## src/rtl/dm_ctrl_pkg.sv

```systemverilog
// Shared encodings for the data-memory access controller: size codes, FSM
// states, grant-owner encoding and the misalignment rule.
package dm_ctrl_pkg;

  localparam logic [1:0] SZ_B = 2'b00;
  localparam logic [1:0] SZ_H = 2'b01;
  localparam logic [1:0] SZ_W = 2'b10;

  typedef enum logic {
    ST_IDLE   = 1'b0,
    ST_RMW_WR = 1'b1
  } state_t;

  typedef enum logic {
    OWN_CPU = 1'b0,
    OWN_EXT = 1'b1
  } owner_t;

  function automatic logic is_misaligned(input logic [1:0] size, input logic [1:0] addr_lo);
    case (size)
      SZ_B:    is_misaligned = 1'b0;
      SZ_H:    is_misaligned = addr_lo[0];
      SZ_W:    is_misaligned = (addr_lo != 2'b00);
      default: is_misaligned = 1'b1;
    endcase
  endfunction

endpackage

```

## src/rtl/dm_lane_unit.sv

```systemverilog
// Little-endian lane logic: merges store data into an old word and extracts
// zero/sign-extended sub-word loads from a word.
module dm_lane_unit
  import dm_ctrl_pkg::*;
(
  input  logic [31:0] i_word,
  input  logic [31:0] i_wdata,
  input  logic [1:0]  i_addr_lo,
  input  logic [1:0]  i_size,
  input  logic        i_sext,
  output logic [31:0] o_merged,
  output logic [31:0] o_rdata
);

  logic [7:0]  w_byte;
  logic [15:0] w_half;

  assign w_byte = i_word[{i_addr_lo, 3'b000} +: 8];
  assign w_half = i_word[{i_addr_lo[1], 4'b0000} +: 16];

  always_comb begin
    o_merged = i_word;
    case (i_size)
      SZ_B:    o_merged[{i_addr_lo, 3'b000} +: 8]     = i_wdata[7:0];
      SZ_H:    o_merged[{i_addr_lo[1], 4'b0000} +: 16] = i_wdata[15:0];
      SZ_W:    o_merged = i_wdata;
      default: o_merged = i_word;
    endcase
  end

  always_comb begin
    case (i_size)
      SZ_B:    o_rdata = {{24{i_sext & w_byte[7]}}, w_byte};
      SZ_H:    o_rdata = {{16{i_sext & w_half[15]}}, w_half};
      SZ_W:    o_rdata = i_word;
      default: o_rdata = 32'h0;
    endcase
  end

endmodule

```

## src/rtl/dm_ctrl.sv

```systemverilog
// Data-memory access controller: round-robin CPU/external arbitration,
// two-cycle read-modify-write for sub-word stores, sub-word load extraction.
module dm_ctrl
  import dm_ctrl_pkg::*;
#(
  parameter int ADDR_W = 32
) (
  input  logic              clk,
  input  logic              reset,
  input  logic              cpu_req,
  input  logic              cpu_we,
  input  logic [1:0]        cpu_size,
  input  logic              cpu_sext,
  input  logic [ADDR_W-1:0] cpu_addr,
  input  logic [31:0]       cpu_wdata,
  input  logic [31:0]       cpu_pc,
  output logic [31:0]       cpu_rdata,
  output logic              cpu_ready,
  output logic              cpu_err,
  input  logic              ext_req,
  input  logic              ext_we,
  input  logic [ADDR_W-1:0] ext_addr,
  input  logic [31:0]       ext_wdata,
  output logic              ext_gnt,
  output logic [31:0]       ext_rdata,
  output logic              mem_we,
  output logic [ADDR_W-1:0] mem_addr,
  output logic [31:0]       mem_wdata,
  output logic [31:0]       mem_pc,
  input  logic [31:0]       mem_rdata,
  output logic              dbg_state
);

  state_t      r_state;
  owner_t      r_last;
  logic [31:0] r_merge_q;

  logic              w_mis;
  logic              w_cpu_win;
  logic              w_ext_win;
  logic              w_cpu_sub_st;
  logic [ADDR_W-1:0] w_cpu_waddr;
  logic [ADDR_W-1:0] w_ext_waddr;
  logic [31:0]       w_merged;
  logic [31:0]       w_extract;
  logic              w_unused;

  // Handshake: cpu_ready high means the CPU access retires this cycle;
  // ext_gnt high means the external access is performed this cycle.
  assign w_mis        = is_misaligned(cpu_size, cpu_addr[1:0]);
  assign w_cpu_win    = (r_state == ST_IDLE) && cpu_req && (!ext_req || (r_last == OWN_EXT));
  assign w_ext_win    = (r_state == ST_IDLE) && ext_req && !w_cpu_win;
  assign w_cpu_sub_st = w_cpu_win && !w_mis && cpu_we && (cpu_size != SZ_W);
  assign w_cpu_waddr  = {cpu_addr[ADDR_W-1:2], 2'b00};
  assign w_ext_waddr  = {ext_addr[ADDR_W-1:2], 2'b00};
  assign w_unused     = ^ext_addr[1:0];
  assign ext_rdata    = mem_rdata;
  assign dbg_state    = r_state;

  dm_lane_unit u_lane (
    .i_word    (mem_rdata),
    .i_wdata   (cpu_wdata),
    .i_addr_lo (cpu_addr[1:0]),
    .i_size    (cpu_size),
    .i_sext    (cpu_sext),
    .o_merged  (w_merged),
    .o_rdata   (w_extract)
  );

  always_comb begin
    cpu_ready = !cpu_req;
    cpu_err   = 1'b0;
    cpu_rdata = 32'h0;
    ext_gnt   = 1'b0;
    mem_we    = 1'b0;
    mem_addr  = w_cpu_waddr;
    mem_wdata = cpu_wdata;
    mem_pc    = cpu_pc;
    if (reset) begin
      cpu_ready = 1'b0;
    end else if (r_state == ST_RMW_WR) begin
      mem_we    = 1'b1;
      mem_wdata = r_merge_q;
      cpu_ready = 1'b1;
    end else if (w_cpu_win) begin
      if (w_mis) begin
        cpu_err   = 1'b1;
        cpu_ready = 1'b1;
      end else if (cpu_we) begin
        mem_we    = !w_cpu_sub_st;
        cpu_ready = !w_cpu_sub_st;
      end else begin
        cpu_ready = 1'b1;
        cpu_rdata = w_extract;
      end
    end else if (w_ext_win) begin
      ext_gnt   = 1'b1;
      mem_addr  = w_ext_waddr;
      mem_we    = ext_we;
      mem_wdata = ext_wdata;
      mem_pc    = 32'h0;
    end
  end

  // A sub-word store only counts as complete once its merged word is written.
  always_ff @(posedge clk) begin
    if (reset) begin
      r_state   <= ST_IDLE;
      r_last    <= OWN_EXT;
      r_merge_q <= 32'h0;
    end else begin
      case (r_state)
        ST_IDLE: begin
          if (w_cpu_sub_st) begin
            r_merge_q <= w_merged;
            r_state   <= ST_RMW_WR;
          end else if (w_cpu_win) begin
            r_last <= OWN_CPU;
          end else if (w_ext_win) begin
            r_last <= OWN_EXT;
          end
        end
        ST_RMW_WR: begin
          r_state <= ST_IDLE;
          r_last  <= OWN_CPU;
        end
        default: r_state <= ST_IDLE;
      endcase
    end
  end

endmodule

```

## config.mk

```make
export PLATFORM = sky130hd
export DESIGN_NAME = dm_ctrl
export DESIGN_NICKNAME = d
export VERILOG_FILES = /design/src/rtl/dm_ctrl_pkg.sv /design/src/rtl/dm_lane_unit.sv /design/src/rtl/dm_ctrl.sv
export SDC_FILE = /design/constraint.sdc
export NUM_CORES = 1
export LEC_CHECK = 0
export CAP_MARGIN = 20
export CORE_AREA = 2 2 143 145
export DETAILED_ROUTE_END_ITERATION = 8
export DIE_AREA = 0 0 145 147
export SETUP_SLACK_MARGIN = 0.15
export SLEW_MARGIN = 15
export SYNTH_ARGS = -nofsm -noshare
export SYNTH_HDL_FRONTEND = slang
export SYNTH_SLANG_ARGS = --single-unit
```

## constraint.sdc

```tcl
create_clock -name clk -period 2.95 [get_ports clk]
set_clock_uncertainty 0.2 [all_clocks]
set_input_delay 0.59 -clock clk [delete_from_list [all_inputs] [get_ports clk]]
set_output_delay 0.59 -clock clk [all_outputs]
set_load 0.1 [all_outputs]
```

Yosys cells after proc, flatten, opt, wreduce, memory -nomap -nowiden
Cells that the tools add are included.

word-level totals
  register bits = 34
  bits in read-only memories = 0
  memories = 0
  input bits = 201
  memory bits (writable) = 0
  logic and storage cells = 83
  latch bits = 0

cells by class
  add/subtract/negate cells = 2
  shifts and indexed selects = 6
  bitwise gates (word level) = 3
  divide/modulo/power cells = 0
  multiply operators = 0
  muxes and demuxes = 47
  order comparisons = 0
  reductions and logical operators = 17
  equal/unequal tests = 5

operators by type and width
  cell                     count
  $mux 32                  17
  $pmux 32 s3              2
  $bwmux 32                2
  $shift 16x7->32 const A  1
  $shift 8x7->32 const A   1
  $shiftx 16x7->32         1
  $shiftx 32x6->16         1
  $shiftx 32x6->8          1
  $shiftx 8x7->32          1
  $mux 1                   23
  $neg 5->7                2
  $logic_and 1x1->1        7
  $logic_not 1->1          5
  $ne 2x2->1 const B       2
  $pmux 1 s2               2
  $reduce_and 2->1         2
  $ne 3x3->1 const B       1
  $pmux 1 s3               1
  $and 1x1->1              2
  $eq 2x1->1 const B       1
  $eq 2x2->1 const B       1
  $logic_not 2->1          1
  $reduce_bool 2->1        1
  $logic_or 1x1->1         1
  $not 1->1                1

Depth between registers and ports, before layout
  depth after elaboration = 12
  gate-level depth with buffers = 9
  depth with buffers taken out = 6

Cells and area by module
From an unflattened synthesis, not the netlist that was laid out.

second synthesis, totals
  cell total of the unflattened synthesis = 715
  area, all modules = 5278.8 µm²

by module, submodules not included
  module        instances  sequential area each (µm²)  area an instance (µm²)  cells each
  dm_ctrl       1          680.7                       3049.2                  413
  dm_lane_unit  1          0.0                         2229.6                  302

Worst setup path after synthesis
No wires, ideal clock.

  path kind = input -> output
  from = input port cpu_addr[0]
  to = output port cpu_err
  required time = 2160 ps
  path slack = -2186 ps
  data arrival time = 4346 ps
  stages = 6
  cell sequence = clkbuf_1 inv_1 ha_1 nand2b_1 nand2_1 nor4_1

on the way
  word-level cells in the longest chain between the ends = 6

ends and longest elaborated chain
  element             line               text
  start: declaration  dm_ctrl.sv:14      input logic [ADDR_W-1:0] cpu_addr,
  $reduce_bool 2->1   dm_ctrl_pkg.sv:23  SZ_W: is_misaligned = (addr_lo != 2'b00);
  $pmux 1 s3 *        dm_ctrl_pkg.sv:20  case (size)
  $mux 1 *            dm_ctrl.sv:86      if (w_mis) begin
  $mux 1 *            dm_ctrl.sv:85      end else if (w_cpu_win) begin
  $mux 1 *            dm_ctrl.sv:81      end else if (r_state == ST_RMW_WR) begin
  $mux 1 *            dm_ctrl.sv:79      if (reset) begin
  end: declaration    dm_ctrl.sv:19      output logic cpu_err,

Mark *: on every way between the ends. The rest lies on a longest branch, timed or not.

Final worst setup path
  from = input port cpu_addr[1]
  to = output port cpu_rdata[25]

on the way
  word-level cells in the longest chain between the ends = 8

ends and longest elaborated chain
  element                                                     line                                    text
  $shiftx 32x6->16 / $shiftx 32x6->8 (equally long branches)  dm_lane_unit.sv:19, dm_lane_unit.sv:18
  $and 1x1->1 (on tied branches)                              dm_lane_unit.sv:34, dm_lane_unit.sv:33
  $pmux 32 s3                                                 dm_lane_unit.sv:32                      case (i_size)
  $mux 32                                                     dm_ctrl.sv:89                           end else if (cpu_we) begin
  $mux 32 *                                                   dm_ctrl.sv:86
  $mux 32 *                                                   dm_ctrl.sv:85
  $mux 32 *                                                   dm_ctrl.sv:81
  $mux 32 *                                                   dm_ctrl.sv:79
  end: declaration                                            dm_ctrl.sv:17                           output logic [31:0] cpu_rdata,

Marked as above.

==> key figures <==
Setup path
  – Setup CP Type: input pin to primary output
  – Worst EP required: 2.16 ns
  – Flop2flop setup slack: 0.49 ns
  – Startpoint types: input pin
  – Worst-path fanout max: 16
  – CP arrival: 1.97 ns
  – Critical Path End Type: primary output

CTS
  – Clock Tree Buf Depth: 2
  – CTS H-tree depth: 2
  – CTS Sinks: 34
  – Clk root buf: clkbuf_16
  – Clock latency on the worst-skew pair: 0.29 ns
  – Worst-path clk slew: approximately 0.050 ns
  – Post-CTS Hold Buffers: 0
  – Number of buffers created by CTS: 5
  – CTS tree: yes

Power
  – Leak Pwr: 5.02 nW
  – Power Total: 4.07 mW
  – Peak supply drop: 0.206 mV
  – Power per Cell Area: 320 mW/mm^2

Hold path
  – Hold crit path type: flop to flop

Timing
  – Max Freq: 0.362 GHz
  – RSZ-0062 raised after global routing: yes
  – Crit path time final: 2.76 ns
  – Final-report hold violation count: 0
  – Hold slack: around 0.27 ns
  – Final period utilization: 0.936
  – Final setup viols: 0
  – Max-slew headroom: 0.507
  – Slew @ Worst Pin: 0.738 ns
  – Final max-slew violation count: 0

Run
  – Max-cap viol count: 0

Status
  – Status: complete, no violations

GRT
  – Initial antenna violation count: 2
  – Largest net degree at the start of global routing: 31
  – Vias in the first global route: 7451
  – GRT overflow: 0
  – GRT Resource Usage Total: 0.263
  – First-pass GRT wire length: 44000 um

Floorplanning
  – Rows: between 50 and 60
  – Die Area: 0.0213 mm^2
  – Core region area: slightly below 0.02 mm^2
  – Die width: 145 um
  – Die height: 147 um
  – I/O pin count: 366
  – Initial core utilization: 0.247

Routing
  – Antenna-violating nets left: 0
  – Drt drc: 0
  – WL/cell: 22.1 um
  – Drt first pass iters: 7
  – Total Wirelength: 28900 um
  – Vias post-DR: 7037
  – Drt via density: 5.38
  – Iter 0 DRT Violations: 512

Layout
  – Final Core Density: 0.641
  – Synth-to-layout area growth: 160%
  – NumNets Final: 1242
  – Share of cells above drive strength 1: 0.487

Synthesis
  – Main synth FF type: dfxtp_1
  – EDFF count, synth: 0
  – Distinct cells, synth: 60
  – Post-synth ARST share: 0
  – Cells after Synth: 640
  – Sequential fraction of the synthesis area: 0.139
  – Synthesized area per cell: 7.65 um^2
  – Mapped Area: 0.00489 mm^2
  – Synth Register Bits: 34
  – Ys Warns: 0

Placed design
  – HPWL after detailed placement: 23600 um
  – PortBufs: 361
  – Final GP Congestion: approximately 0.86
## through the flow
step	instances	setup TNS [ns]	area, um^2	setup WS, ns
2_1_floorplan	641	-6.18	6250	-0.361
3_3_place_gp	1286	-27.98	12200	-0.324
3_5_place_dp	1286	-28.54	12200	-0.308
4_1_cts	1306	0	12700	0.157
5_1_grt	1308	0	12700	0.134
6_report	1309	0	12700	0.190
## cell type report
type                    count  area, um^2
clock inverters             2        11.3
multi-input cells         481        4900
inverters                  16        67.6
fillers                  1585        7120
diodes                      1        2.50
well taps                 270         338
flip-flops and latches     34         686
clock buffers               6         139
repair buffers            499        6580
## cells in the mapped netlist (all sizes together) (4+ instances only)
| cell | instances | share of area |
|---|---|---|
| mux2 | 54 | 0.12 |
| a221oi | 8 | 0.014 |
| o2bb2ai | 9 | 0.016 |
| a211oi | 9 | 0.014 |
| clkbuf | 44 | 0.034 |
| nor3b | 4 | 0.0082 |
| nor2b | 53 | 0.068 |
| dfxtp | 34 | 0.14 |
| a221o | 8 | 0.016 |
| a311oi | 14 | 0.025 |
| mux2i | 9 | 0.018 |
| a2bb2oi | 31 | 0.055 |
| a22oi | 15 | 0.023 |
| o32ai | 7 | 0.013 |
| nand2b | 5 | 0.0064 |
| ha | 4 | 0.010 |
| a32o | 14 | 0.029 |
| nor2 | 5 | 0.0038 |
| nand2 | 61 | 0.047 |
| a222oi | 22 | 0.045 |
| o22ai | 31 | 0.040 |
| a21oi | 60 | 0.062 |
| a41o | 8 | 0.016 |
| nand3 | 9 | 0.010 |
| buf | 66 | 0.088 |
| inv | 15 | 0.012 |
| o21ai | 9 | 0.0092 |
## kinds of logic after synthesis
kind of cell,after synthesis,share of synthesized area
AOI/OAI and AO/OA,260,0.408
and+or+nand+nor,152,0.165
buffers and inverters,126,0.134
muxes,63,0.143
DFF,34,0.139
adders and majority gates,4,0.0102
other,1,0.000766
## power breakdown
group / leakage, nW / switching [mW] / total (mW) / internal (mW)
registers: 0.277 / 0.0148 / 0.495 / 0.480
clock network: 0.0772 / 0.217 / 0.552 / 0.335
logic: 4.66 / 1.76 / 3.02 / 1.26
## placed cells by master (no fill, tap or decap), drive strengths merged, types with 5 or more instances in the layout
| cell | count |
|---|---|
| mux2i | 9 |
| clkbuf | 6 |
| a41o | 8 |
| nor2 | 5 |
| a222oi | 22 |
| nand3 | 9 |
| a221oi | 8 |
| inv | 17 |
| clkdlybuf4s50 | 185 |
| o32ai | 7 |
| a21oi | 60 |
| nand2 | 61 |
| dfxtp | 34 |
| a2bb2oi | 31 |
| nand2b | 5 |
| a311oi | 14 |
| o21ai | 9 |
| a211oi | 9 |
| o2bb2ai | 9 |
| o22ai | 31 |
| a22oi | 15 |
| a32o | 14 |
| mux2 | 54 |
| a221o | 8 |
| buf | 309 |
| nor2b | 53 |
## critical path: stages
cell,delay [ns]
buf_8,0.11
buf_6,0.15
mux2i_4,0.20
o21ai_1,0.10
nand4b_1,0.13
buf_4,0.18
buf_16,0.15
a21oi_4,0.16
buf_12,0.18
## state kept, by name (all words and copies together) (netlist names)
name       cells
dbg_state      1
r_merge_q     32
r_last         1
## worst paths after layout
| path | depth (start not counted) | start | end |
|---|---|---|---|
| setup / recovery | 9 | cpu_addr[1] | cpu_rdata[25] |
| hold / removal | 1 | r_merge_q[6] | r_merge_q[6] |
| setup reg to reg | 9 | dbg_state | r_merge_q[14] |
| hold reg to reg | 1 | r_merge_q[6] | r_merge_q[6] |
## per-layer routing
metal  vias up  GRT usage  routed length, um
met5         -          0                 13
met4         2     0.0584                631
met3        50     0.0599               1950
met2       319      0.482              15200
met1      3406      0.312              11100
li1       3260          -                  -
## timing repair
action	4_1_cts	5_1_grt
resized for setup	62	21
endpoints found under the setup margin	153	33
gates cloned	5	0
endpoints found under the hold margin	0	0
pin swaps	9	8
setup buffers	7	2
No activity file was read; power rests on OpenSTA's default activity.
